$ cat src/rtl/item_pack.sv
// Shared definitions for the UART transmit path: widths, default bit period,
// FSM state encoding, error codes and the bench-side input item.
package item_pack;

    localparam int WIDTH_DATABITS = 8;
    localparam int WIDTH_ERROR    = 3;
    localparam int CLKS_PER_BIT   = 16;

    typedef enum logic [2:0] {
        IDLE   = 3'd0,
        START  = 3'd1,
        DATA   = 3'd2,
        PARITY = 3'd3,
        STOP   = 3'd4
    } uart_tx_state_t;

    localparam logic [WIDTH_ERROR-1:0] ERR_NONE    = 3'd0;
    localparam logic [WIDTH_ERROR-1:0] ERR_OVERRUN = 3'd1;

    typedef struct packed {
        logic [WIDTH_DATABITS-1:0] data;
        logic                      two_stop;
        logic                      parity_odd;
    } UART_input_item;

endpackage

$ cat src/rtl/uart_tx_serializer_baud_tick.sv
// Bit-period timer for the UART transmitter. Counts 0..CLKS_PER_BIT-1 and
// flags the last cycle of each bit period; clear holds it at zero so a new
// frame always starts on a full bit period.
module uart_baud_tick #(
    parameter int CLKS_PER_BIT = 16
) (
    input  logic clk,
    input  logic rst,
    input  logic clear,
    output logic tick
);

    localparam int CW = (CLKS_PER_BIT > 1) ? $clog2(CLKS_PER_BIT) : 1;
    localparam logic [CW-1:0] LAST = CW'(CLKS_PER_BIT - 1);

    logic [CW-1:0] cnt_q;

    // Free-running bit counter that wraps at the end of every bit period.
    always_ff @(posedge clk) begin
        if (rst || clear) begin
            cnt_q <= '0;
        end else if (cnt_q == LAST) begin
            cnt_q <= '0;
        end else begin
            cnt_q <= cnt_q + 1'b1;
        end
    end

    assign tick = (cnt_q == LAST);

endmodule

$ cat src/rtl/uart_tx_serializer.sv
// UART transmitter: start bit, data LSB-first, optional parity, 1 or 2 stops.
// Optional parity bit is compiled in with UART_TX_PARITY_EN.
//
// state  | meaning
// IDLE   | line high, ready for a word
// START  | driving the start bit (low)
// DATA   | shifting data bits out, LSB first
// PARITY | driving the parity bit (only reachable with parity compiled in)
// STOP   | line high for one or two bit periods, done on the final cycle
module uart_tx_serializer
    import item_pack::*;
#(
    parameter int WIDTH_DATABITS = item_pack::WIDTH_DATABITS,
    parameter int WIDTH_ERROR    = item_pack::WIDTH_ERROR,
    parameter int CLKS_PER_BIT   = item_pack::CLKS_PER_BIT
) (
    input  logic                      clk,
    input  logic                      rst,
    input  logic [WIDTH_DATABITS-1:0] data,
    input  logic                      valid_data,
    input  logic                      two_stop,
`ifdef UART_TX_PARITY_EN
    input  logic                      parity_odd,
`endif
    output logic                      ready,
    output logic                      tx,
    output logic                      busy,
    output logic                      done,
    output logic [WIDTH_ERROR-1:0]    error,
    output logic                      valid_error
);

    localparam logic [2:0] S_IDLE   = 3'(IDLE);
    localparam logic [2:0] S_START  = 3'(START);
    localparam logic [2:0] S_DATA   = 3'(DATA);
    localparam logic [2:0] S_PARITY = 3'(PARITY);
    localparam logic [2:0] S_STOP   = 3'(STOP);

    localparam int BW = (WIDTH_DATABITS > 1) ? $clog2(WIDTH_DATABITS) : 1;
    localparam logic [BW-1:0] LAST_BIT = BW'(WIDTH_DATABITS - 1);

    logic [2:0]                state_q, state_d;
    logic [WIDTH_DATABITS-1:0] shift_q, shift_d;
    logic [BW-1:0]             bit_q, bit_d;
    logic                      two_stop_q, two_stop_d;
    logic                      stop2_q, stop2_d;
    logic                      par_q, par_d;
    logic                      tx_q, tx_d;
    logic                      done_c;
    logic                      tick;
    logic                      overrun;
    logic [WIDTH_ERROR-1:0]    error_q;
    logic                      valid_error_q;

    uart_baud_tick #(
        .CLKS_PER_BIT(CLKS_PER_BIT)
    ) u_baud (
        .clk  (clk),
        .rst  (rst),
        .clear(state_q == S_IDLE),
        .tick (tick)
    );

    // Next-state, shift and line-level decode.
    always_comb begin
        state_d    = state_q;
        shift_d    = shift_q;
        bit_d      = bit_q;
        two_stop_d = two_stop_q;
        stop2_d    = stop2_q;
        par_d      = par_q;
        done_c     = 1'b0;
        case (state_q)
            S_IDLE: begin
                if (valid_data) begin
                    state_d    = S_START;
                    shift_d    = data;
                    bit_d      = '0;
                    two_stop_d = two_stop;
                    stop2_d    = 1'b0;
`ifdef UART_TX_PARITY_EN
                    par_d      = (^data) ^ parity_odd;
`else
                    par_d      = ^data;
`endif
                end
            end
            S_START: begin
                if (tick) state_d = S_DATA;
            end
            S_DATA: begin
                if (tick) begin
                    if (bit_q == LAST_BIT) begin
`ifdef UART_TX_PARITY_EN
                        state_d = S_PARITY;
`else
                        state_d = S_STOP;
`endif
                    end else begin
                        bit_d   = bit_q + 1'b1;
                        shift_d = shift_q >> 1;
                    end
                end
            end
            S_PARITY: begin
                if (tick) state_d = S_STOP;
            end
            S_STOP: begin
                if (tick) begin
                    if (stop2_q || !two_stop_q) begin
                        state_d = S_IDLE;
                        done_c  = 1'b1;
                    end else begin
                        stop2_d = 1'b1;
                    end
                end
            end
            default: state_d = S_IDLE;
        endcase

        case (state_d)
            S_START:  tx_d = 1'b0;
            S_DATA:   tx_d = shift_d[0];
            S_PARITY: tx_d = par_d;
            default:  tx_d = 1'b1;
        endcase
    end

    assign overrun = valid_data && (state_q != S_IDLE);

    // Frame state, datapath and registered line output.
    always_ff @(posedge clk) begin
        if (rst) begin
            state_q    <= S_IDLE;
            shift_q    <= '0;
            bit_q      <= '0;
            two_stop_q <= 1'b0;
            stop2_q    <= 1'b0;
            par_q      <= 1'b0;
            tx_q       <= 1'b1;
        end else begin
            state_q    <= state_d;
            shift_q    <= shift_d;
            bit_q      <= bit_d;
            two_stop_q <= two_stop_d;
            stop2_q    <= stop2_d;
            par_q      <= par_d;
            tx_q       <= tx_d;
        end
    end

    // Overrun strobe: one per cycle that a word is offered while busy.
    always_ff @(posedge clk) begin
        if (rst) begin
            valid_error_q <= 1'b0;
            error_q       <= WIDTH_ERROR'(ERR_NONE);
        end else begin
            valid_error_q <= overrun;
            error_q       <= overrun ? WIDTH_ERROR'(ERR_OVERRUN) : WIDTH_ERROR'(ERR_NONE);
        end
    end

    assign ready       = (state_q == S_IDLE);
    assign busy        = !ready;
    assign tx          = tx_q;
    assign done        = done_c && !rst;
    assign error       = error_q;
    assign valid_error = valid_error_q;

endmodule

$ cat config.mk
export PLATFORM = sky130hd
export DESIGN_NAME = uart_tx_serializer
export DESIGN_NICKNAME = d
export VERILOG_FILES = /design/src/rtl/item_pack.sv /design/src/rtl/uart_tx_serializer_baud_tick.sv /design/src/rtl/uart_tx_serializer.sv
export SDC_FILE = /design/constraint.sdc
export NUM_CORES = 1
export LEC_CHECK = 0
export CAP_MARGIN = 20
export CORE_MARGIN = 2
export CORE_UTILIZATION = 45
export CTS_CLUSTER_DIAMETER = 200
export DETAILED_ROUTE_END_ITERATION = 6
export PLACE_DENSITY = 0.69
export SLEW_MARGIN = 20
export SYNTH_ARGS = -nofsm -noshare
export SYNTH_HDL_FRONTEND = slang
export SYNTH_SLANG_ARGS = --single-unit
$ cat constraint.sdc
create_clock -name clk -period 2.7 [get_ports clk]
set_clock_uncertainty 0.15 [all_clocks]
set_input_delay 0.54 -clock clk [delete_from_list [all_inputs] [get_ports clk]]
set_output_delay 0.54 -clock clk [all_outputs]
set_load 0.01 [all_outputs]
# Yosys cells after proc, flatten, opt, wreduce, memory -nomap -nowiden
# Cells that the tools add are included.
dict set report totals {
  regBits 26
  in_bits 12
  output_inout_bits 8
  elab_cells 70
}
dict set report op_classes {
  addsub 2
  eq_ne 14
  mux 27
  n_reduce_logical 16
}
# operator count
set op_table {}
lappend op_table {{$mux 3} 10}
lappend op_table {{$mux 8} 3}
lappend op_table {{$pmux 8 s2} 1}
lappend op_table {{$pmux 3 s5} 1}
lappend op_table {{$eq 3x2->1 const B} 4}
lappend op_table {{$ne 2x2->1 const B} 5}
lappend op_table {{$mux 1} 9}
lappend op_table {{$reduce_and 4->1} 2}
lappend op_table {{$reduce_xor 8->1} 1}
lappend op_table {{$eq 3x1->1 const B} 2}
lappend op_table {{$eq 3x3->1 const B} 2}
lappend op_table {{$pmux 3 s2} 1}
lappend op_table {{$add 4x1->4 const B} 1}
lappend op_table {{$eq 4x4->1 const B} 1}
lappend op_table {{$reduce_bool 2->1} 2}
lappend op_table {{$add 3x1->3 const B} 1}
lappend op_table {{$logic_not 1->1} 3}
lappend op_table {{$logic_not 3->1} 1}
lappend op_table {{$pmux 1 s3} 1}
lappend op_table {{$reduce_bool 3->1} 1}
lappend op_table {{$logic_and 1x1->1} 2}
lappend op_table {{$logic_or 1x1->1} 2}
lappend op_table {{$pmux 1 s2} 1}
lappend op_table {{$reduce_and 2->1} 1}
lappend op_table {{$reduce_or 2->1} 1}

# Longest topological paths before layout
dict set report logic_depth {
  ltp_word 7
  mapped_depth 7
  ltp_nobuf 6
}

# Modules after synthesis
# From an unflattened synthesis, not the netlist that was laid out.
dict set report hier_totals {
  cells_unflattened 129
  hier_area_um2 1146.1
}
# module n_inst cells_per_inst area_each_um2
set modules_own_cells {}
lappend modules_own_cells {uart_tx_serializer 1 113 988.4}
lappend modules_own_cells {uart_baud_tick 1 16 157.7}

# Least setup slack after synthesis
# No wires, ideal clock.
dict set report synth_timing {
  kind {input to output}
  start {input port rst}
  end {output port done}
  arrival_ps 1194
  setup_slack_ps 816
  cell_stages 2
  path_buffers 1
  cell_sequence {clkbuf_1 nor4_1}
}
dict set report synth_between {
  elab_chain_len 2
}
# item line
set synth_lines {}
lappend synth_lines {{start, declared} uart_tx_serializer.sv:18} ;# input logic rst,
lappend synth_lines {{$logic_not 1->1} uart_tx_serializer.sv:166} ;# assign done = done_c && !rst;
lappend synth_lines {{$logic_and 1x1->1} uart_tx_serializer.sv:166}
lappend synth_lines {{end, declared} uart_tx_serializer.sv:28} ;# output logic done,
# Every way passes these cells.

# Worst setup path in the final report
dict set report layout_timing {
  start {register state_q[0]}
  end {output port ready}
}
dict set report layout_between {
  elab_chain_len 1
}
# item line
set layout_lines {}
lappend layout_lines {{start, declared} uart_tx_serializer.sv:42} ;# logic [2:0] state_q, state_d;
lappend layout_lines {{start signal, assigned} uart_tx_serializer.sv:142} ;# state_q <= state_d;
lappend layout_lines {{$logic_not 3->1} uart_tx_serializer.sv:163} ;# assign ready = (state_q == S_IDLE);
lappend layout_lines {{end, declared} uart_tx_serializer.sv:25} ;# output logic ready,
# Every way passes these cells.

==> reports/summary.md <==
- **status** finished clean
- **deepest level of the CTS H-tree** 1
- **die width** 54.2 um
- **Final TNS setup** 0 ns
- **via count of the first global-routing pass** 858
- **count of synthesis-stage warnings from yosys** 0
- **Worst Setup End Kind** output port
- **# IOs** 20
- **final worst path period share** 0.917
- **count of distinct cell types in the synthesized netlist** 38
- **worst IR drop on VDD** 0.253 mV
- **number of hold violations in the final report** 0
- **crit path DAT** 1.79 ns
- **Clk Latency, worst-skew pair** 0.30 ns
- **violation count after the first detailed-routing iteration** 11
- **Crit path required time** 2.01 ns
- **most area-hungry cell type in the Yosys netlist** dfxtp_1
- **unrepaired setup endpoints after global routing** no
- **routed length per placed instance** 12.6 um
- **worst slew margin relative to its limit** 0.399
- **crit-path max FO** 9
- **MaxCap Viol Count** 0
- **leftover overflow at the end of global routing** 0
- **CTS tree** yes
- **number of antenna repair diodes** 0
- **Syn Inst Count** 120
- **maximum clock frequency** 404 MHz
- **Slew Limit Fails** 0
- **startpoint types** flop
- **iteration count of the initial detailed-routing pass** 4
- **Period minus WS final** 2.48 ns
- **layout-stage area growth over the synthesis result** 17.1%
- **Finish-stage setup viols** 0
- **post-route design area** 1330 um2
- **weighted congestion at the end of routability-driven global placement** 0.865
- **Cell Area, Synth** 1130 um2
- **standby leakage power** 0.000507 uW
- **category of the critical setup timing path** reg2out
- **via total after detailed routing** 895
- **DRC errors left** 0
- **number of inserted filler cells in the final layout** 236
- **final routed wirelength across all metal layers** 2070 um
- **ordered list of cells on the worst path** nor3_1, clkdlybuf4s50_1
- **cts bufs inserted** 3
- **Routed Antenna Nets** 0
- **Mean Syn Cell Area** 9.44 um2
- **largest net degree at the start of global routing** 21
- **effective utilization at floorplan** 0.466
- **input/output buffers** 17
- **CORE AREA** 2430 um2
- **worst min-delay path category** reg2reg
- **placed wire-length estimate after detailed placement** 1550 um
- **slowest cell on the critical path** clkdlybuf4s50_1
- **Global Route Usage Sum** 0.167
- **top cells by area, synth** dfxtp_1 (41%), xnor2_1 (6.2%), a21oi_1 (4.4%)
- **pin slew with the least headroom to its limit** 0.902 ns
- **post-synthesis sequential element count** 23
- **maximum clock insertion buffer count** 2
- **number of vias per cell** 5.46
- **Root Buffer** clkbuf_4
- **Placed Area** 1280 um2
- **number of rows created at floorplan** 18
- **floorplan die height** 54.2 um
- **# nets final** 150
- **share of final-layout standard cells stronger than drive strength 1** 0.112
- **biggest cell delay along the critical path** 0.62 ns
- **antenna violations before repair** 0
- **number of sinks on the clock net** 23
- **clock edge transition at the registers on the reported setup and hold paths** 0.13 ns
- **area share of the leading cell type in the synthesized netlist** 0.407
- **cell area power density** 472 nW/um2
- **global-route wire length before repair** 3570 um
- **share of the yosys chip area belonging to registers** 0.407
- **die area** 2930 um2
synthesized netlist by cell type:
cell       number
nand3b_1        2
buf_1           1
a31o_2          1
nand3_1         2
buf_2           1
mux2i_1         2
buf_6           3
nor4_1          1
nor2_1         11
a32oi_1         1
o2111a_1        1
a211oi_2        1
clkbuf_1        1
conb_1          1
or3b_1          1
a41oi_1         1
inv_1           3
nand2_1        10
nand4bb_1       1
dfxtp_1        23
a21oi_1        10
and2_1          2
buf_4           4
nand4_1         1
a22oi_2         1
xor2_1          1
ha_1            3
nand2b_1        1
and3_1          2
a211o_2         1
xnor2_1         8
nor4b_4         2
o22ai_1         1
a31oi_1         1
nor2b_1         4
a22oi_1         6
a2bb2oi_1       1
nor3_1          3
cell usage in the layout, fill, tap and decap left out, types with 3 or more instances in the layout:
cell	Yosys	final
a21oi_1	10	10
a22oi_1	6	6
clkbuf_4	0	3
clkdlybuf4s50_1	0	16
dfxtp_1	23	23
inv_1	3	3
nand2_1	10	10
nor2_1	11	11
nor2b_1	4	4
nor3_1	3	3
xnor2_1	8	8
power breakdown:
group | switching, uW | internal (uW) | total, uW
Combinational | 46.9 | 56.9 | 104
Sequential | 11.2 | 354 | 365
Clock | 102 | 55.2 | 157
Total | 160 | 466 | 626
flip-flops by register name, indices dropped and copies added (netlist names):
name / cells
state_q: 3
valid_error: 1
stop2_q: 1
par_q: 1
u_baud.cnt_q: 4
bit_q: 3
shift_q: 8
two_stop_q: 1
tx: 1
layout make-up:
type | instances | area (um2) | area share
flip-flops and latches | 23 | 460 | 0.347
clock buffers | 3 | 22.5 | 0.0170
repair buffers | 19 | 188 | 0.142
well taps | 30 | 37.5 | 0.0283
multi-input cells | 85 | 602 | 0.454
inverters | 3 | 11.3 | 0.00849
clock inverters | 1 | 5.00 | 0.00377
metrics by stage:
stage	total power [uW]	cells	hold WS, ns	setup WS [ns]	utilization
finish	626	164	0.315	0.225	0.545
global route	659	164	0.335	0.0932	0.545
CTS	635	164	0.317	0.0659	0.541
detailed placement	478	160	0.299	0.155	0.527
global placement	475	160	0.283	0.140	0.527
floorplan	445	121	0.268	0.816	-
worst max-delay path: cells and delay by family, from the launching register on:
family,cells,cell delay [ns]
buffers and inverters,1,0.62
flip-flops,1,0.45
AND/OR/NAND/NOR,1,0.41
what timing repair did:
action                     CTS  global route
setup endpoints to repair    1             1
gates resized for setup      1             3
buffers inserted             0             0
hold buffers                 0             0
worst paths after layout:
path,startpoint,end,slack (ns),depth (start not counted)
hold reg to reg,shift_q[6],shift_q[6],0.32,2
hold / removal,shift_q[6],shift_q[6],0.32,2
setup reg to reg,bit_q[0],bit_q[2],0.61,6
setup / recovery,state_q[0],ready,0.22,2
kinds of logic (layout without fill, tap and decap cells):
| kind of cell | after synthesis | in the layout | share of synthesized area |
|---|---|---|---|
| and+or+nand+nor | 43 | 43 | 0.225 |
| AOI/OAI and AO/OA | 26 | 26 | 0.167 |
| DFF | 23 | 23 | 0.407 |
| buffers and inverters | 13 | 26 | 0.0773 |
| xor gates and xnor gates | 9 | 9 | 0.0696 |
| adders and majority gates | 3 | 3 | 0.0332 |
| muxes | 2 | 2 | 0.0177 |
| other | 1 | 2 | 0.00331 |
layer usage:
| layer | part of all wire | GRT usage |
|---|---|---|
| met5 | 0 | 0 |
| met3 | 0.050 | 0.0250 |
| met4 | 0.0097 | 0.0833 |
| met2 | 0.50 | 0.287 |
| met1 | 0.44 | 0.201 |
Note: power is estimated with default switching activity, not from simulation.
